==> config.mk <==
export PLATFORM = sky130hd
export DESIGN_NAME = instr_fetch_unit
export DESIGN_NICKNAME = d
export VERILOG_FILES = /design/src/rtl/instr_fetch_unit_pkg.sv /design/src/rtl/instr_fetch_unit_fifo.sv /design/src/rtl/instr_fetch_unit.sv
export SDC_FILE = /design/constraint.sdc
export NUM_CORES = 1
export LEC_CHECK = 0
export ABC_AREA = 1
export CAP_MARGIN = 5
export CORE_MARGIN = 4
export CORE_UTILIZATION = 45
export CTS_CLUSTER_SIZE = 20
export DETAILED_ROUTE_END_ITERATION = 8
export PLACE_DENSITY = 0.82
export SYNTH_ARGS = -nofsm -noshare
export SYNTH_HDL_FRONTEND = slang
export SYNTH_SLANG_ARGS = --single-unit
==> constraint.sdc <==
create_clock -name clk -period 4.9 [get_ports clk]
set_input_delay 0.49 -clock clk [delete_from_list [all_inputs] [get_ports clk]]
set_output_delay 0.49 -clock clk [all_outputs]
set_load 0.02 [all_outputs]
==> src/rtl/instr_fetch_unit_pkg.sv <==
// Shared types for the instruction fetch unit: fetch FSM states, prefetch entry layout.
// Widths here track the default instr_fetch_unit parameters.
package instr_fetch_unit_pkg;
   localparam int IFU_ADDR_W = 20;
   localparam int IFU_STEP   = 4;
   localparam int STEP_SHIFT = $clog2(IFU_STEP);
   localparam int IFU_INSTR_W = IFU_STEP * 8;

   typedef enum logic {IDLE, RUN} fetch_state_t;

   typedef struct packed {
      logic                   misalign;
      logic [IFU_ADDR_W-1:0]  pc;
      logic [IFU_INSTR_W-1:0] instr;
   } fetch_entry_t;
endpackage

==> src/rtl/instr_fetch_unit_fifo.sv <==
// Synchronous prefetch FIFO with flush; head entry is read straight from storage registers.
module fetch_fifo
   import instr_fetch_unit_pkg::*;
#(
   parameter int DEPTH = 2
)(
   input  logic                     clk,
   input  logic                     rst,
   input  logic                     push,
   input  fetch_entry_t             din,
   input  logic                     pop,
   input  logic                     flush,
   output fetch_entry_t             dout,
   output logic [$clog2(DEPTH):0]   count
);
   localparam int AW = $clog2(DEPTH);
   localparam int CW = AW + 1;

   fetch_entry_t   store [DEPTH];
   logic [AW-1:0]  wr_ptr, rd_ptr;

   always_ff @(posedge clk or posedge rst) begin
      if (rst) begin
         wr_ptr <= '0;
         rd_ptr <= '0;
         count  <= '0;
         for (int i = 0; i < DEPTH; i++) store[i] <= '0;
      end else if (flush) begin
         wr_ptr <= '0;
         rd_ptr <= '0;
         count  <= '0;
      end else begin
         if (push) begin
            store[wr_ptr] <= din;
            wr_ptr        <= wr_ptr + 1'b1;
         end
         if (pop) rd_ptr <= rd_ptr + 1'b1;
         count <= count + CW'(push) - CW'(pop);
      end
   end

   assign dout = store[rd_ptr];
endmodule

==> src/rtl/instr_fetch_unit.sv <==
// Fetch stage: issues word pcs to program memory, captures returned words into a prefetch FIFO.
// Build option FETCH_MISALIGN_TRAP_EN turns misaligned redirects into a single trap entry.
module instr_fetch_unit
   import instr_fetch_unit_pkg::*;
#(
   parameter int INSTR_ADDR_WIDTH = IFU_ADDR_W,
   parameter int STEP             = IFU_STEP,
   parameter int FIFO_DEPTH       = 2,
   parameter logic [INSTR_ADDR_WIDTH-1:0] RESET_WORD = '0
)(
   input  logic                                      clk,
   input  logic                                      rst,
   input  logic                                      fetch_en,
   output logic [INSTR_ADDR_WIDTH-1:0]               mem_pc,
   input  logic [STEP*8-1:0]                         mem_instr,
   input  logic                                      redirect,
   input  logic [INSTR_ADDR_WIDTH+$clog2(STEP)-1:0]  redirect_addr,
   output logic                                      out_valid,
   input  logic                                      out_ready,
   output logic [STEP*8-1:0]                         out_instr,
   output logic [INSTR_ADDR_WIDTH-1:0]               out_pc,
   output logic                                      out_misalign
);
   localparam int SHIFT = $clog2(STEP);

   fetch_state_t                   state, state_n;
   logic [INSTR_ADDR_WIDTH-1:0]    tag, tgt_word;
   logic [SHIFT-1:0]               tgt_off;
   logic                           inflight, inf_epoch, epoch;
   logic                           halt, mis_pend, push, pop, issue;
   fetch_entry_t                   din, head;
   logic [$clog2(FIFO_DEPTH):0]    count;

   assign {tgt_word, tgt_off} = redirect_addr;

   always_ff @(posedge clk or posedge rst) begin
      if (rst) state <= IDLE;
      else     state <= state_n;
   end

   // Credit counts the slot freed by this cycle's pop so a steady stream issues every clock.
   always_comb begin
      state_n = state;
      unique case (state)
         IDLE: if (fetch_en)  state_n = RUN;
         RUN:  if (!fetch_en) state_n = IDLE;
         default: state_n = IDLE;
      endcase
      pop   = out_valid && out_ready && !redirect;
      issue = (state_n == RUN) && !redirect && !halt &&
              ((int'(count) + int'(inflight) - int'(pop)) < FIFO_DEPTH);
      push  = (inflight && (inf_epoch == epoch)) || mis_pend;
      din   = '{misalign: mis_pend,
                pc:       mis_pend ? mem_pc : tag,
                instr:    mis_pend ? '0 : mem_instr};
   end

   always_ff @(posedge clk or posedge rst) begin
      if (rst) begin
         mem_pc    <= RESET_WORD;
         tag       <= '0;
         inflight  <= 1'b0;
         inf_epoch <= 1'b0;
         epoch     <= 1'b0;
      end else begin
         inflight <= issue;
         if (issue) begin
            tag       <= mem_pc;
            inf_epoch <= epoch;
         end
         if (redirect) begin
            mem_pc <= tgt_word;
            epoch  <= ~epoch;
         end else if (issue) begin
            mem_pc <= mem_pc + 1'b1;
         end
      end
   end

`ifdef FETCH_MISALIGN_TRAP_EN
   // A misaligned target yields one trap entry, then fetch stays parked until the next redirect.
   always_ff @(posedge clk or posedge rst) begin
      if (rst) begin
         halt     <= 1'b0;
         mis_pend <= 1'b0;
      end else begin
         mis_pend <= redirect && (|tgt_off);
         if (redirect) halt <= |tgt_off;
      end
   end
`else
   assign halt     = 1'b0;
   assign mis_pend = 1'b0;
`endif

   fetch_fifo #(.DEPTH(FIFO_DEPTH)) u_fifo (
      .clk   (clk),
      .rst   (rst),
      .push  (push),
      .din   (din),
      .pop   (pop),
      .flush (redirect),
      .dout  (head),
      .count (count)
   );

   assign out_valid    = (count != '0);
   assign out_instr    = head.instr;
   assign out_pc       = head.pc;
   assign out_misalign = head.misalign;
endmodule
==> summary.md <==
| Metric | Value |
|---|---|
| Fraction of registers with async set/reset | 1.000 |
| CTS tree | built |
| # H-tree levels | 4 |
| CP endpoint kind | register |
| Area after DPL | 0.008344 mm² |
| Post-CTS Setup Repair Bufs | 0 |
| Worst Skew | 0.007701 ns |
| Max-slew violations | 0 |
| Period utilization | 0.6403 |
| Status | completed |
| Vias in the first global route | 5634 |
| Core area | 0.01526 mm² |
| Peak Freq | 0.3187 GHz |
| Die area | 0.01772 mm² |
| Routed Wire Length | 16140 µm |
| Slew @ Worst Pin | 1.032 ns |
| Static Leakage | 0.004387 µW |
| Clock Path Buffers | 2 |
| Clk slew on worst S/H paths | 0.06 ns |
| Max cap viols | 0 |
| TNS Setup | 0 ns |
| Ant. Diodes | 0 |
| Synth unique cells | 37 |
| DR iter-0 viols | 536 |
| Hold-fix buffer count after cts | 0 |
| Post-Synthesis Net Count | 939 |
| IO Count | 133 |
| Total CTS buffers | 17 |
| PwrDens | 597.9 mW/mm² |
| Via density | 4.896 |
| Largest net degree at the start of global routing | 106 |
| VDD IR max | 258.0 µV |
| Remaining global-route overflow | 0 |
| DR vias | 5914 |
| Gate Count Post-Synth | 875 |
| Reg2reg setup slack | 2.28 ns |
| All-Layer GR Usage | 0.1870 |
| Placer Congestion | 0.8708 |
| Final hold vios | 0 |
| First-pass DRT Iterations | 5 |
| Number of synthesized flops with an enable pin | 0 |
| CP arrival | 3.43 ns |
| Seq/Total Area, Yosys | 0.5365 |
| Die Height | 133.1 µm |
| Nets | 1048 |
| Synth Area per Inst | 8.049 µm² |
| Register bit total from synthesis | 151 |
| Worst Hold Class | reg2reg |
| Port Buf Inserts | 129 |
| CTS-repair resized insts | 0 |
| Highest-count cells in the layout ignoring fill and taps | 332 x nand2_1, 150 x dfrtp_1, 129 x clkdlybuf4s50_1, 116 x o21ai_0, 93 x inv_1 |
| Clock Tree Root | clkbuf_16 |
| Mapped Area | 0.007043 mm² |
| DRT antenna net count | 0 |
| DIE WIDTH | 133.1 µm |
| Slew headroom | 0.3121 |
| # rows | 45 |
| Clock Latency Late Sink | 0.42 ns |
| Top_reg_cell synth | dfrtp_1 |
| Multi-input gate area | 0.002594 mm² |
| Worst EP required | 5.19 ns |
| DRC Markers | 0 |
| WS Path Type | in2reg |
| Initial core utilization | 0.4616 |
| WL/cell | 13.36 µm |
| Crit start category | input pin |
| First-pass GRT wire length | 27040 µm |
| Layout area overhead | 27.31% |
| Pwr Total | 5360 µW |
| Clock sink total | 151 |
| Syn. warnings | 0 |
| FILL cells | 1341 |
| CP Max Fanout | 25 |
| Initial antenna violation count | 0 |
| Setup violators final | 0 |
| Final instance area | 0.008966 mm² |
| Commonest non-fill, non-tap cell in the layout | nand2_1 |
| HPWL Detailed | 10490 µm |
| FF/Latch Area | 0.003780 mm² |
| RSZ-0062 raised after global routing | false |
| Share of cells above drive strength 1 | 0.05015 |
| Period minus WS final | 3.138 ns |
==> logic make-up (layout without fill, tap and decap cells) <==
| group | Yosys count | after routing | synth area share |
|---|---|---|---|
| AOI/OAI and AO/OA | 154 | 154 | 0.1144 |
| xor gates and xnor gates | 3 | 3 | 0.003731 |
| adders and majority gates | 5 | 5 | 0.009949 |
| buffers and inverters | 143 | 265 | 0.09646 |
| DFF | 151 | 151 | 0.5365 |
| other | 1 | 1 | 0.0005324 |
| and+or+nand+nor | 418 | 418 | 0.2384 |
==> cells in the mapped netlist (7+ instances only) <==
library cell / count / area share
buf_2: 8 / 0.0057
nor2_1: 37 / 0.020
buf_4: 8 / 0.0085
nand2_1: 332 / 0.18
o21ai_0: 116 / 0.082
inv_1: 94 / 0.050
dfrtp_1: 151 / 0.54
nand4_1: 7 / 0.0062
a21oi_1: 8 / 0.0057
clkbuf_1: 20 / 0.011
nand3_1: 28 / 0.020
o21ai_1: 19 / 0.014
==> per-layer routing <==
metal / global-route usage / wire (µm)
met5: 0 / 0
met4: 0.06057 / 215
met3: 0.04456 / 990
met2: 0.2901 / 7404
met1: 0.2613 / 7530
==> stage by stage <==
step | setup WS, ns | util | std cells | hold WS [ns]
floorplan | 0.3453 | - | 875 | 0.4529
global placement | 1.411 | 0.5469 | 1176 | 0.4657
detailed placement | 1.286 | 0.5469 | 1176 | 0.4728
CTS | 1.732 | 0.5876 | 1208 | 0.4858
global route | 1.499 | 0.5876 | 1208 | 0.5025
finish | 1.762 | 0.5876 | 1208 | 0.4807
==> path summary, 6_finish.rpt <==
path | start | endpoint | depth (start not counted)
hold / removal | epoch | epoch | 1
hold reg to reg | epoch | epoch | 1
setup reg to reg | u_fifo.count[1] | mem_pc[5] | 13
max in group asynchronous | rst | u_fifo.store[60] | 3
min in group asynchronous | rst | u_fifo.store[74] | 2
setup / recovery | redirect | mem_pc[5] | 11
==> critical path, stage by stage <==
cell	delay (ns)
clkdlybuf4s50_1	1.07
nor2_1	0.12
ha_1	0.33
nor2_1	0.06
fa_1	0.36
inv_1	0.10
nand2_1	0.11
nand2_1	0.47
o21ai_0	0.15
inv_1	0.08
o211ai_1	0.10
==> flip-flops by register name, indices dropped and copies added, names as in the netlist <==
| register | cells |
|---|---|
| epoch | 1 |
| inf_epoch | 1 |
| inflight | 1 |
| mem_pc | 20 |
| tag | 20 |
| u_fifo.count | 2 |
| u_fifo.rd_ptr | 1 |
| u_fifo.store | 104 |
| u_fifo.wr_ptr | 1 |
==> final cells by class <==
class / count / area share
Clock buffer: 21 / 0.05024
Clock inverter: 11 / 0.01912
Inverter: 99 / 0.04214
Multi-Input combinational cell: 581 / 0.2893
Sequential cell: 151 / 0.4216
Tap cell: 211 / 0.02944
Timing Repair Buffer: 134 / 0.1482
==> where the power goes <==
part           switching (µW)  leakage (µW)  total, µW  internal, µW
combinational            1160       0.00216       2010           853
clock                     501      0.000298       1370           868
sequential                270       0.00193       1980          1710
total                    1930       0.00439       5360          3430
Power figures use the tool's default switching activity.
